===== src/rtl/led_chaser_ctrl.sv =====
// Purpose : 8-LED chaser sequencer; a prescaled step generator moves a 3-bit
//           position (hold / up-wrap / down-wrap / ping-pong) that is decoded
//           onto an 8-bit LED bank.
// Latency : pos/dir/tick are registered (they change on the step edge); led is
//           combinational from pos, so it changes in the same cycle as pos.
// Flow    : no backpressure; enable=0 freezes all state, load overrides
//           stepping, rst overrides everything.
//
// Ports:
//   clk       system clock, all state updates on the rising edge
//   rst       synchronous active-high reset
//   enable    1 = prescaler and stepping run, 0 = freeze pos/dir/div_cnt
//   mode      00 hold, 01 up-wrap, 10 down-wrap, 11 ping-pong
//   speed     step period is speed+1 enabled cycles
//   load      synchronous load of load_pos (beats enable, loses to rst)
//   load_pos  position written on load
//   pos       current LED index
//   dir       current direction, 0 up, 1 down
//   tick      one-cycle pulse in the cycle after each step edge
//   led       decoded LED bank, only bit pos is active
module led_chaser_ctrl #(
  parameter int SPEED_W    = 3,
  parameter bit ACTIVE_LOW = 1'b1
) (
  input  logic               clk,
  input  logic               rst,
  input  logic               enable,
  input  logic [1:0]         mode,
  input  logic [SPEED_W-1:0] speed,
  input  logic               load,
  input  logic [2:0]         load_pos,
  output logic [2:0]         pos,
  output logic               dir,
  output logic               tick,
  output logic [7:0]         led
);

  typedef enum logic [1:0] {
    MODE_HOLD = 2'b00,
    MODE_UP   = 2'b01,
    MODE_DOWN = 2'b10,
    MODE_PING = 2'b11
  } mode_e;

  localparam logic DIR_UP   = 1'b0;
  localparam logic DIR_DOWN = 1'b1;

  localparam logic [2:0] POS_MIN = 3'd0;
  localparam logic [2:0] POS_MAX = 3'd7;

  // State registers
  logic [2:0]         pos_q,     pos_d;
  logic               dir_q,     dir_d;
  logic [SPEED_W-1:0] div_cnt_q, div_cnt_d;
  logic               tick_q,    tick_d;

  // Prescaler / step decode
  logic  step_edge;
  mode_e mode_sel;

  assign mode_sel = mode_e'(mode);

  // ">=" rather than "==" so that lowering speed below the current count
  // produces a step on the next edge instead of a long wrap through the
  // whole counter range.
  assign step_edge = enable && (div_cnt_q >= speed);

  // Next-position logic used only on a step edge
  logic [2:0] step_pos;
  logic       step_dir;

  always_comb begin
    step_pos = pos_q;
    step_dir = dir_q;
    unique case (mode_sel)
      MODE_HOLD: begin
        step_pos = pos_q;
        step_dir = dir_q;
      end
      MODE_UP: begin
        step_pos = pos_q + 3'd1;   // natural 3-bit wrap 7 -> 0
        step_dir = DIR_UP;
      end
      MODE_DOWN: begin
        step_pos = pos_q - 3'd1;   // natural 3-bit wrap 0 -> 7
        step_dir = DIR_DOWN;
      end
      MODE_PING: begin
        // Endpoints reverse immediately so the end LED is lit for one step
        // only (0,1,..,7,6,..,0,1,..). The stored dir is honoured, so
        // switching into ping-pong continues the previous direction.
        if (dir_q == DIR_UP) begin
          if (pos_q == POS_MAX) begin
            step_pos = POS_MAX - 3'd1;
            step_dir = DIR_DOWN;
          end else begin
            step_pos = pos_q + 3'd1;
          end
        end else begin
          if (pos_q == POS_MIN) begin
            step_pos = POS_MIN + 3'd1;
            step_dir = DIR_UP;
          end else begin
            step_pos = pos_q - 3'd1;
          end
        end
      end
      default: begin
        step_pos = pos_q;
        step_dir = dir_q;
      end
    endcase
  end

  // Next-state logic: load > enable stepping > hold
  always_comb begin
    pos_d     = pos_q;
    dir_d     = dir_q;
    div_cnt_d = div_cnt_q;
    tick_d    = 1'b0;

    if (load) begin
      // dir is deliberately kept so a loaded ping-pong carries on its way
      pos_d     = load_pos;
      div_cnt_d = '0;
    end else if (enable) begin
      if (step_edge) begin
        div_cnt_d = '0;
        tick_d    = 1'b1;
        pos_d     = step_pos;
        dir_d     = step_dir;
      end else begin
        div_cnt_d = div_cnt_q + 1'b1;
      end
    end
  end

  always_ff @(posedge clk) begin
    if (rst) begin
      pos_q     <= POS_MIN;
      dir_q     <= DIR_UP;
      div_cnt_q <= '0;
      tick_q    <= 1'b0;
    end else begin
      pos_q     <= pos_d;
      dir_q     <= dir_d;
      div_cnt_q <= div_cnt_d;
      tick_q    <= tick_d;
    end
  end

  // One-hot LED decode, straight from the registered position
  logic [7:0] led_onehot;

  always_comb begin
    led_onehot = 8'd0;
    led_onehot[pos_q] = 1'b1;
  end

  assign led  = ACTIVE_LOW ? ~led_onehot : led_onehot;
  assign pos  = pos_q;
  assign dir  = dir_q;
  assign tick = tick_q;

endmodule


===== config.mk =====
export PLATFORM = sky130hd
export DESIGN_NAME = led_chaser_ctrl
export DESIGN_NICKNAME = d
export VERILOG_FILES = /design/src/rtl/led_chaser_ctrl.sv
export SDC_FILE = /design/constraint.sdc
export NUM_CORES = 1
export LEC_CHECK = 0
export BUFFER_PORTS_ARGS = -buffer_cell sky130_fd_sc_hd__buf_4
export CAP_MARGIN = 10
export CORE_MARGIN = 2
export CORE_UTILIZATION = 52
export CTS_CLUSTER_SIZE = 20
export DETAILED_ROUTE_END_ITERATION = 8
export PLACE_DENSITY_LB_ADDON = 0.25
export RECOVER_POWER = 25
export SLEW_MARGIN = 0
export SYNTH_ARGS = -nofsm -noshare
export SYNTH_HDL_FRONTEND = slang
export SYNTH_SLANG_ARGS = --single-unit

===== constraint.sdc =====
create_clock -name clk -period 3 [get_ports clk]
set_input_delay 0.6 -clock clk [delete_from_list [all_inputs] [get_ports clk]]
set_output_delay 0.6 -clock clk [all_outputs]
set_load 0.05 [all_outputs]

# ---- After elaboration in Yosys (flattened, before gate mapping)
# Cells that the tools add are included.
dict set report word_totals {
  ff_bits 8
  in_bits 12
}
dict set report op_classes {
  add_sub_neg 3
  n_lt_le_gt_ge 3
  eq_ne 5
  muxes 15
  n_bitwise 4
  n_reduce_logical 10
}
# cell count
set ops {}
lappend ops {{2-to-1 mux 3 bit} 7}
lappend ops {{one-hot mux 3 bit (3 select lines)} 1}
lappend ops {{NOT 8 bit} 1}
lappend ops {{adder 3 x 1 -> 3 bit (second input constant)} 2}
lappend ops {{2-to-1 mux 1 bit} 5}
lappend ops {{== test 2 bit (second input constant)} 2}
lappend ops {{less-than comparator 3 x 4 -> 1 bit (second input constant)} 1}
lappend ops {{AND reduction 4 bit} 1}
lappend ops {{nonzero test 2 bit} 2}
lappend ops {{demux 1 bit (select 3 bit)} 1}
lappend ops {{== test 3 bit (second input constant)} 1}
lappend ops {{>= comparator 3 x 1 -> 1 bit (second input constant)} 1}
lappend ops {{>= comparator 3 bit} 1}
lappend ops {{logical NOT 3 bit} 1}
lappend ops {{NOT 1 bit} 3}
lappend ops {{one-hot mux 1 bit (3 select lines)} 1}
lappend ops {{AND reduction 3 bit} 1}
lappend ops {{OR reduction 3 bit} 1}
lappend ops {{subtractor 3 x 1 -> 3 bit (second input constant)} 1}
lappend ops {{== test 2 x 1 -> 1 bit (second input constant)} 1}
lappend ops {{logical AND 1 bit} 2}
lappend ops {{logical NOT 2 bit} 1}
lappend ops {{inequality test 2 bit (second input constant)} 1}
lappend ops {{OR reduction 2 bit} 1}

# ---- Logic depth before layout (Yosys ltp)
# Gate-level depths: netlist of the first run.
dict set report depth {
  ltp_word 7
  mapped_depth 8
  mapped_depth_nobuf 7
}

# ---- Least setup slack after synthesis of the first run
# Ideal clock, no wire load.
dict set report synth_path {
  path_kind {reg2reg}
  from {register pos_q[1] (netlist: pos[1])}
  to {register pos_q[2] (netlist: pos[2])}
  setup_time_ps 132
  arrival_time_ps 2034
  required_time_ps 2868
  setup_slack_ps 834
  stages_incl_launch_ff 7
  n_path_buf 0
  path_cell_list {dfxtp_1 > ha_1 > inv_1 > ha_1 > or3b_1 > a2111oi_2 > a211oi_2}
}
dict set report synth_via {
  elab_chain_len 7
  word_cells_on_any_way 11
  classes_between {add/sub (2); eq/ne (1); mux (7); reduce/logical (1)}
}
# item line_no
set synth_rtl {}
lappend synth_rtl {{start, declared} 52} ;# logic [2:0] pos_q, pos_d;
lappend synth_rtl {{start signal, assigned} 145} ;# pos_q <= pos_d;
lappend synth_rtl {{adder 3 x 1 -> 3 bit, or another cell as far along} {81, 97}}
lappend synth_rtl {{2-to-1 mux 3 bit (on tied branches)} {93, 100}}
lappend synth_rtl {{2-to-1 mux 3 bit} 92} ;# if (dir_q == DIR_UP) begin
lappend synth_rtl {{one-hot mux 3 bit (3 select lines) (*)} 75} ;# unique case (mode_sel)
lappend synth_rtl {{2-to-1 mux 3 bit (*)} 127} ;# if (step_edge) begin
lappend synth_rtl {{2-to-1 mux 3 bit (*)} 126} ;# end else if (enable) begin
lappend synth_rtl {{2-to-1 mux 3 bit (*)} 122} ;# if (load) begin
# Mark *: on every way between the ends. The rest lies on a longest branch, timed or not. The select of a mux whose other input is x is not followed.
# A chain may end at the register's enable or synchronous reset.

# ---- Final worst setup path of the first run
dict set report layout_path {
  from {input port speed[2]}
  to {register div_cnt_q[0]}
}
dict set report layout_via {
  elab_chain_len 3
}
# item line_no
set layout_rtl {}
lappend layout_rtl {{start, declared} 29} ;# input logic [SPEED_W-1:0] speed,
lappend layout_rtl {{>= comparator 3 bit} 66} ;# assign step_edge = enable && (div_cnt_q >= speed);
lappend layout_rtl {{logical AND 1 bit} 66}
lappend layout_rtl {{2-to-1 mux 3 bit} 127}
lappend layout_rtl {{end signal, assigned} 147} ;# div_cnt_q <= div_cnt_d;
lappend layout_rtl {{end, declared} 54} ;# logic [SPEED_W-1:0] div_cnt_q, div_cnt_d;
# No other way between the ends.

==> out/metrics.csv, run 1 <==
metric,value,unit
Post-CTS Setup Inserts,0,
skew final,0.00160,ns
first-pass GRT wire length,2.76,mm
Post-CTS Hold Buffers,0,
Post-DP Area,903,µm²
share of flip-flops with an asynchronous set or reset,0,%
pre-CTS WS,0.971,ns
vias after detailed routing,714,
peak fanout along the critical path,8,
Max Slew Vio Count,0,
Die Y,41.9,µm
"Reg clk slew, reported paths",0.05,ns
crit path DAT,2.19,ns
Hold Fails Final Rpt,0,
number of global-route vias before repair,668,
n_diodes,0,
largest net degree at the start of global routing,14,
power density cells,342,nW/µm²
sequential cell area fraction in the yosys report,21.4,%
Crit. Startpoint,speed[2],
final instance area,896,µm²
Cells after Synth,93,
H-tree depth,1,
cell chain of the critical path,"buf_4, inv_1, ha_1, a21o_1, a31oi_1, nand2_1, mux2_4, nor3_2",
status,"complete, no violations",
combinational share of power,35.8,%
Relative slew margins,58.8,%
Ports,25,
hold_sp,div_cnt_q[2]$_SDFFE_PP0P_,
Die Wd,41.9,µm
CTS tree,yes,
CP max stage delay,0.47,ns
power after layout,0.307,mW
Post-synth top flop,dfxtp_1,
R2R setup slack,1.05,ns
Num CTS Buffers,3,
CP max stage cell,a31oi_1,
input/output buffers,24,
Area contributors post-synth,"dfxtp_1 (21%), ha_1 (15%), nand3_1 (4.7%), inv_1 (4.5%), nand2_1 (4.5%)",
Starting Density,56.7,%
Vias/cell,5.53,
GP Congestion,0.811,
Worst-Margin Slew,0.615,ns
Post-route DRC,0,
clock root buffer,clkbuf_4,
Post-synth top cells,"ha_1 (9), inv_1 (9), nand2_1 (9)",
Synth Area per Inst,8.03,µm²
Worst setup SP type,input port,
Clk pwr share,25.7,%
CP Data Required Time,3.18,ns
post-synthesis register bit count,8,
FMAX,498,MHz
RSZ-0062 raised after global routing,no,
layout cells sized above 1,24.6,%
final core occ,68.0,%
Unique masters post-synth,36,
Synth area leader,dfxtp_1,
share of the synthesized area in the top cell type,21.4,%
Syn Nets,114,
Sw Pwr,0.110,mW
gr ovfl total,0,
Leakage,0.389,nW
clock buffer depth,2,
post-route setup slack,0.993,ns
routed len/inst,12.4,µm
maxcap violations,0,
clk sink count,8,
CP endpoint kind,register,
Area Growth Syn to Fin,19.9,%
fin crit share,66.9,%
Rows,13,
clk_lat worst skew,0.25,ns
Die ar.,1760,µm²
NumNets Final,137,
peak supply drop,0.000401,V
internal power,0.196,mW
Final min period,2.01,ns
Ys Warns,0,
Total GRT Usage,20.2,%
kind of critical path,in2reg,
"EDFF count, synth",0,
antenna-violating nets left,0,
Core ar.,1320,µm²
CTS resizes,0,
Pre-Repair DR Iteration Count,4,
reg-to-reg critical path startpoint,pos[0]$_SDFFE_PP0P_,
synthesized area,747,µm²
number of antenna violations at the first check in global routing,0,
DP Wirelength,1.27,mm
"Setup violations, final",0,
Seq pwr share,38.5,%
Setup Total Neg Slack,0,ns
WL final,1.61,mm
HP Class,reg2reg,
Iteration-0 DRC Markers,15,
Sw Ratio,36.0,%
==> registers in the layout, indices dropped and copies added, names as in the netlist <==
name       count
tick           1
dir            1
pos            3
div_cnt_q      3
==> metal layers <==
| metal | share of wire (%) | up-vias | global-route usage, % | routed length [µm] |
|---|---|---|---|---|
| li1 | - | 373 | - | - |
| met1 | 42 | 321 | 20.8 | 670 |
| met2 | 52 | 18 | 39.1 | 841 |
| met3 | 5.4 | 2 | 6.52 | 86 |
| met4 | 0.37 | 0 | 3.87 | 6 |
| met5 | 0 | - | 0 | 0 |
==> worst paths after layout <==
check | end | depth (start not counted)
setup / recovery | div_cnt_q[0]$_SDFFE_PP0P_ | 8
hold / removal | div_cnt_q[2]$_SDFFE_PP0P_ | 2
hold reg to reg | div_cnt_q[2]$_SDFFE_PP0P_ | 2
setup reg to reg | pos[2]$_SDFFE_PP0P_ | 6
==> worst max-delay path, delay by kind of cell <==
family                   cells  cell delay (ns)
AND/OR/NAND/NOR              2             0.26
buffers and inverters        2             0.10
multiplexers                 1             0.29
AO/OA/AOI/OAI                2             0.63
adder cells (fa/ha/maj)      1             0.30
==> cells in the final DEF, fill, tap and decap left out, types with 4 or more instances in the layout <==
master,n
buf_4,20
nor2_1,5
inv_1,9
o21ai_0,4
nand3_1,7
nand2_1,9
clkbuf_1,4
nand2b_1,5
ha_1,9
dfxtp_1,8
==> power by group through the flow <==
| stage | combinational (mW) | clock [mW] | sequential (mW) |
|---|---|---|---|
| 6_report | 0.110 | 0.0788 | 0.118 |
| 5_1_grt | 0.120 | 0.0863 | 0.119 |
| 4_1_cts | 0.115 | 0.0812 | 0.118 |
| 3_5_place_dp | 0.114 | 0 | 0.120 |
| 3_3_place_gp | 0.112 | 0 | 0.120 |
| 2_1_floorplan | 0.0771 | 0 | 0.127 |
==> kinds of logic (layout without fill, tap and decap cells) <==
family | count (synthesis) | in the layout | synth area share, %
buffers and inverters | 15 | 36 | 10.2
AND/OR/NAND/NOR | 37 | 37 | 26.0
XOR/XNOR | 1 | 1 | 1.17
adder cells (fa/ha/maj) | 9 | 9 | 15.1
multiplexers | 3 | 3 | 4.69
flip-flops | 8 | 8 | 21.4
AO/OA/AOI/OAI | 20 | 20 | 21.4
==> metrics by stage <==
stage	std cells	hold WS [ns]
4_1_cts	129	0.507
6_report	129	0.501
5_1_grt	129	0.554
2_1_floorplan	93	0.458
3_3_place_gp	126	0.476
3_5_place_dp	126	0.500
==> area by class of cell <==
cell class	instances	area, µm²
fill	123	422
inverter	9	33.8
clock buffer	3	22.5
tap	15	18.8
sequential	8	160
timing repair buffer	24	165
multi-input combinational	70	495
Note: power is estimated with default switching activity, not from simulation.
==> inputs of run 2 (changes only) <==
Settings changed: CORE_UTILIZATION 52 to 44.
Clock period 3 ns to 1.8 ns, I/O delays scaled along.
==> run 2 against run 1 <==
Compared with the run above:
- routed wire length rose by 17%
- critical path depth fell by 2
- combinational power rose by 98%
- sequential share of layout area fell by 0.94 points
- final area rose by 13%
- sequential cell count did not move
==> out/metrics.csv, run 2 (synthesized netlist as in run 1, its figures left out) <==
metric,value,unit,change
Post-route DRC,0,,unchanged
peak supply drop,0.000439,V,was 0.000401 V
pre-CTS WS,0.0172,ns,was 0.971 ns
HP Class,in2reg,,was reg2reg
NumNets Final,144,,was 137
Total GRT Usage,20.3,%,was 20.2%
clock root buffer,clkbuf_4,,unchanged
WHS Path Cells,2,,unchanged
routed len/inst,13.7,µm,was 12.4 µm
GP Congestion,0.867,,was 0.811
Num CTS Buffers,3,,unchanged
metal3 WL,75,µm,was 86 µm
Placed Cells,131,,was 126
Worst-Margin Slew,0.593,ns,was 0.615 ns
largest net degree at the start of global routing,13,,was 14
clock buffer depth,2,,unchanged
hold_sp,rst,,was div_cnt_q[2]$_SDFFE_PP0P_
Die Y,45.2,µm,was 41.9 µm
layout cells sized above 1,34.4,%,was 24.6%
Leakage,0.422,nW,was 0.389 nW
kind of critical path,reg2reg,,was in2reg
gr ovfl total,0,,unchanged
Rows,14,,was 13
RR Endpoint,pos[2]$_SDFFE_PP0P_,,unchanged
status,"complete, no violations",,unchanged
H-tree depth,1,,unchanged
WL final,1.89,mm,was 1.61 mm
Ports,25,,unchanged
Relative slew margins,60.7,%,was 58.8%
CP Data Required Time,1.93,ns,was 3.18 ns
Vias/cell,5.48,,was 5.53
Iteration-0 DRC Markers,5,,was 15
Hold Fails Final Rpt,0,,unchanged
CP max stage cell,a2111oi_4,,was a31oi_1
fin crit share,95.2,%,
vias after detailed routing,756,,was 714
clk_lat worst skew,0.25,ns,about the same
CP max stage delay,0.39,ns,was 0.47 ns
R2R setup slack,0.09,ns,was 1.05 ns
"commonest cells after routing, fill and taps aside","buf_4 (26), inv_1 (9), nand2_1 (9)",,"was buf_4 (20), inv_1 (9), nand2_1 (9), ha_1 (9), dfxtp_1 (8)"
Core ar.,1540,µm²,was 1320 µm²
fillers,143,,was 123
CTS tree,yes,,unchanged
clk sink count,8,,unchanged
power density cells,549,nW/µm²,was 342 nW/µm²
M1 WL,892,µm,was 670 µm
fin cells,138,,was 129
reg-to-reg critical path startpoint,pos[0]$_SDFFE_PP0P_,,unchanged
worst min-delay path endpoint,pos[2]$_SDFFE_PP0P_,,was div_cnt_q[2]$_SDFFE_PP0P_
crit path DAT,1.85,ns,was 2.19 ns
Pre-Repair DR Iteration Count,4,,unchanged
Area Growth Syn to Fin,35.5,%,was 19.9%
Worst setup SP type,register,,was input port
WL met2,903,µm,was 841 µm
Die ar.,2040,µm²,was 1760 µm²
DP Wirelength,1.40,mm,was 1.27 mm
number of antenna violations at the first check in global routing,0,,unchanged
"Reg clk slew, reported paths",0.06,ns,was 0.05 ns
R2R depth,6,,unchanged
peak fanout along the critical path,5,,was 8
Starting Density,48.5,%,was 56.7%
power after layout,0.556,mW,was 0.307 mW
maxcap violations,0,,unchanged
post-route setup slack,0.0858,ns,was 0.993 ns
Max Slew Vio Count,0,,unchanged
Die Wd,45.2,µm,was 41.9 µm
n_diodes,0,,unchanged
Post-CTS Hold Buffers,0,,unchanged
"Setup violations, final",0,,unchanged
Final min period,1.71,ns,
cell chain of the critical path,"inv_1, ha_1, xnor2_1, o221ai_1, a2111oi_4, a211oi_2",,"was buf_4, inv_1, ha_1, a21o_1, a31oi_1, nand2_1, mux2_4, nor3_2"
input/output buffers,24,,unchanged
antenna-violating nets left,0,,unchanged
CP endpoint kind,register,,unchanged
number of global-route vias before repair,690,,was 668
skew final,0.00174,ns,was 0.00160 ns
first-pass GRT wire length,2.99,mm,was 2.76 mm
uppermost routed layer,met4,,unchanged
FMAX,583,MHz,
"commonest non-fill, non-tap cell in the layout",buf_4,,unchanged
run 2: cell types whose count changed in the layout (fill, tap and decap cells not counted), sizes merged:
cell,before,now
buf,20,26
clkbuf,7,9
run 2: where the power goes:
group | internal (mW) | switching, mW | total, mW | leakage [nW]
clock network | 0.0849 | 0.0624 | 0.147 | 0.0150
registers | 0.183 | 0.00722 | 0.190 | 0.0672
logic | 0.0835 | 0.135 | 0.218 | 0.340
total | 0.351 | 0.205 | 0.556 | 0.422
run 2: critical path: cells and delay by family, from the launching register on:
kind,cells,cell delay [ns]
xor gates and xnor gates,1,0.14
DFF,1,0.37
AOI/OAI and AO/OA,3,0.65
adders and majority gates,1,0.25
buffers and inverters,1,0.18
run 2: cell type report:
class	count	area, µm²	share of cell area, %
multi-input combinational	70	547	54.0
timing repair buffer	31	214	21.1
sequential	8	171	16.9
inverter	9	33.8	3.34
clock buffer	4	26.3	2.60
tap	16	20.0	1.98
run 2: per-layer routing:
metal  GRT usage (%)  vias up
met2            30.6       22
met3            2.40        2
met4            10.6        0
met5               0        -
li1                -      391
met1            28.3      341
run 2: how the worst max path moves through the flow:
| stage | start | to | slack [ns] |
|---|---|---|---|
| finish | pos[0]$_SDFFE_PP0P_ | pos[2]$_SDFFE_PP0P_ | 0.09 |
| global route | div_cnt_q[0]$_SDFFE_PP0P_ | div_cnt_q[0]$_SDFFE_PP0P_ | -0.006 |
| CTS | pos[0]$_SDFFE_PP0P_ | pos[2]$_SDFFE_PP0P_ | 0.06 |
| detailed placement | speed[0] | pos[2]$_SDFFE_PP0P_ | 0.02 |
| global placement | speed[0] | pos[2]$_SDFFE_PP0P_ | 0.04 |
| floorplan | pos[2]$_SDFFE_PP0P_ | pos[2]$_SDFFE_PP0P_ | 0.005 |
run 2: timing repair:
| item | in CTS | in global routing |
|---|---|---|
| resized for setup | 0 | 4 |
| buffers inserted | 0 | 3 |
| endpoints found under the setup margin | 0 | 3 |
| hold endpoints to repair | 0 | 0 |
run 2: metrics by stage:
stage / setup TNS [ns] / cell area (µm²) / util, % / hold slack [ns]
final: 0 / 1010 / 65.7 / 0.327
after CTS: 0 / 985 / 63.9 / 0.317
after global placement: 0 / 958 / 62.2 / 0.489
after floorplan: 0 / 773 / - / 0.458
after global routing: -0.00585 / 1010 / 65.7 / 0.320
after detailed placement: 0 / 958 / 62.2 / 0.494
==> inputs of run 3 (changes only) <==
Settings changed: PLACE_DENSITY from default to 0.74, PLACE_DENSITY_LB_ADDON 0.25 to default.
==> run 3 against run 2 <==
Compared with the run above:
- register-to-register slack is essentially flat
- final area is 0.25% lower
- sequential share of layout area hardly changed
- sequential power hardly changed
- combinational power shrank 2%
- critical path type unchanged
- largest cell class unchanged
- highest routed layer unchanged
==> out/metrics.csv, run 3 (synthesized netlist as in run 1, its figures left out) <==
metric,value,unit,change
"commonest cells after routing, fill and taps aside","buf_4 (24), nand2_1 (9), inv_1 (8)",,"was buf_4 (26), inv_1 (9), nand2_1 (9)"
Setup Total Neg Slack,0,ns,unchanged
Rows,14,,unchanged
final instance area,1010,µm²,about the same
clock root buffer,clkbuf_4,,unchanged
Area Growth Syn to Fin,35.2,%,was 35.5%
vias after detailed routing,758,,was 756
number of global-route vias before repair,714,,was 690
RR Endpoint,pos[2]$_SDFFE_PP0P_,,unchanged
routed len/inst,12.8,µm,was 13.7 µm
peak fanout along the critical path,7,,was 5
Starting Density,48.5,%,unchanged
skew final,0.00306,ns,was 0.00174 ns
Vias/cell,5.57,,was 5.48
"Reg clk slew, reported paths",0.06,ns,about the same
peak supply drop,0.000455,V,was 0.000439 V
power density cells,544,nW/µm²,was 549 nW/µm²
Max Slew Vio Count,0,,unchanged
Iteration-0 DRC Markers,20,,was 5
first-pass GRT wire length,2.91,mm,was 2.99 mm
area occupied by multi-input gates,559,µm²,was 547 µm²
clk_lat worst skew,0.25,ns,about the same
hold_sp,rst,,unchanged
GP Congestion,0.875,,was 0.867
final core occ,65.5,%,was 65.7%
input/output buffers,24,,unchanged
kind of critical path,reg2reg,,unchanged
clock buffer depth,2,,unchanged
Die ar.,2040,µm²,unchanged
"Setup violations, final",0,,unchanged
CTS tree,yes,,unchanged
WL final,1.74,mm,was 1.89 mm
reg-to-reg critical path startpoint,pos[1]$_SDFFE_PP0P_,,was pos[0]$_SDFFE_PP0P_
gr ovfl total,0,,unchanged
Reg area,171,µm²,unchanged
Total GRT Usage,18.9,%,was 20.3%
RSZ-0062 raised after global routing,no,,
NumNets Final,142,,was 144
Core ar.,1540,µm²,unchanged
WHS Path Cells,2,,unchanged
status,"complete, no violations",,unchanged
"commonest non-fill, non-tap cell in the layout",buf_4,,unchanged
H-tree depth,1,,unchanged
fin crit share,95.0,%,was 95.2%
worst min-delay path endpoint,pos[2]$_SDFFE_PP0P_,,unchanged
FMAX,585,MHz,was 583 MHz
Final min period,1.71,ns,about the same
DP Wirelength,1.38,mm,was 1.40 mm
Ports,25,,unchanged
Post-DP Area,958,µm²,unchanged
Post-route DRC,0,,unchanged
layout cells sized above 1,35.0,%,was 34.4%
R2R depth,6,,unchanged
Relative slew margins,60.0,%,was 60.7%
fillers,148,,was 143
Die Y,45.2,µm,unchanged
Hold Fails Final Rpt,0,,unchanged
antenna-violating nets left,0,,unchanged
Die Wd,45.2,µm,unchanged
CP endpoint kind,register,,unchanged
Worst setup SP type,register,,unchanged
Hold WS,0.339,ns,was 0.327 ns
CP Data Required Time,1.93,ns,about the same
crit path DAT,1.84,ns,was 1.85 ns
HP Class,in2reg,,unchanged
number of antenna violations at the first check in global routing,0,,unchanged
Leakage,0.416,nW,was 0.422 nW
power after layout,0.549,mW,was 0.556 mW
largest net degree at the start of global routing,13,,unchanged
clk sink count,8,,unchanged
Worst-Margin Slew,0.603,ns,was 0.593 ns
Pre-Repair DR Iteration Count,4,,unchanged
Num CTS Buffers,3,,unchanged
maxcap violations,0,,unchanged
R2R setup slack,0.09,ns,about the same
n_diodes,0,,unchanged
==> run 3: cell types whose count changed in the layout (fill, tap and decap cells not counted), sizes merged <==
cell / change
buf: -2
==> run 3: power by group <==
group	total [mW]	switching (mW)	leakage (nW)	internal, mW
clock network	0.145	0.0602	0.0150	0.0848
registers	0.191	0.00809	0.0672	0.183
logic	0.214	0.132	0.334	0.0819
total	0.549	0.200	0.416	0.349
==> run 3: layout make-up <==
class	count	area share, %
multi-input cells	70	55.4
repair buffers	29	19.7
flip-flops and latches	8	17.0
inverters	9	3.35
clock buffers	4	2.60
well taps	16	1.98
==> run 3: critical path, stage by stage, from the launching register on <==
cell	delay, ns
dfxtp_4	0.37
ha_4	0.17
inv_2	0.06
ha_4	0.18
or3b_4	0.40
a2111oi_4	0.36
a211oi_2	0.05
==> run 3: worst max path at each step <==
stage | start | end | cells after the start
after floorplan | pos[2]$_SDFFE_PP0P_ | pos[2]$_SDFFE_PP0P_ | 6
after global placement | speed[0] | pos[2]$_SDFFE_PP0P_ | 7
after detailed placement | speed[0] | pos[2]$_SDFFE_PP0P_ | 7
after CTS | pos[1]$_SDFFE_PP0P_ | pos[2]$_SDFFE_PP0P_ | 6
after global routing | pos[1]$_SDFFE_PP0P_ | pos[0]$_SDFFE_PP0P_ | 7
final | pos[1]$_SDFFE_PP0P_ | pos[2]$_SDFFE_PP0P_ | 6
==> run 3: per-stage QoR <==
step / worst slack, ns / cells
4_1_cts: 0.0418 / 135
3_3_place_gp: 0.0521 / 131
2_1_floorplan: 0.00496 / 93
6_report: 0.0892 / 136
3_5_place_dp: 0.0190 / 131
5_1_grt: 0.00619 / 136
==> run 3: routing by layer <==
| layer | wire (µm) | part of all wire, % | global-route usage (%) |
|---|---|---|---|
| met4 | 8 | 0.46 | 7.06 |
| met3 | 59 | 3.4 | 1.20 |
| met1 | 812 | 47 | 26.0 |
| met2 | 860 | 49 | 30.9 |
| met5 | 0 | 0 | 0 |
==> run 3: repair_timing <==
action,4_1_cts,5_1_grt
hold buffers,0,0
buffers inserted,0,1
resized for setup,0,6
endpoints found under the setup margin,0,2
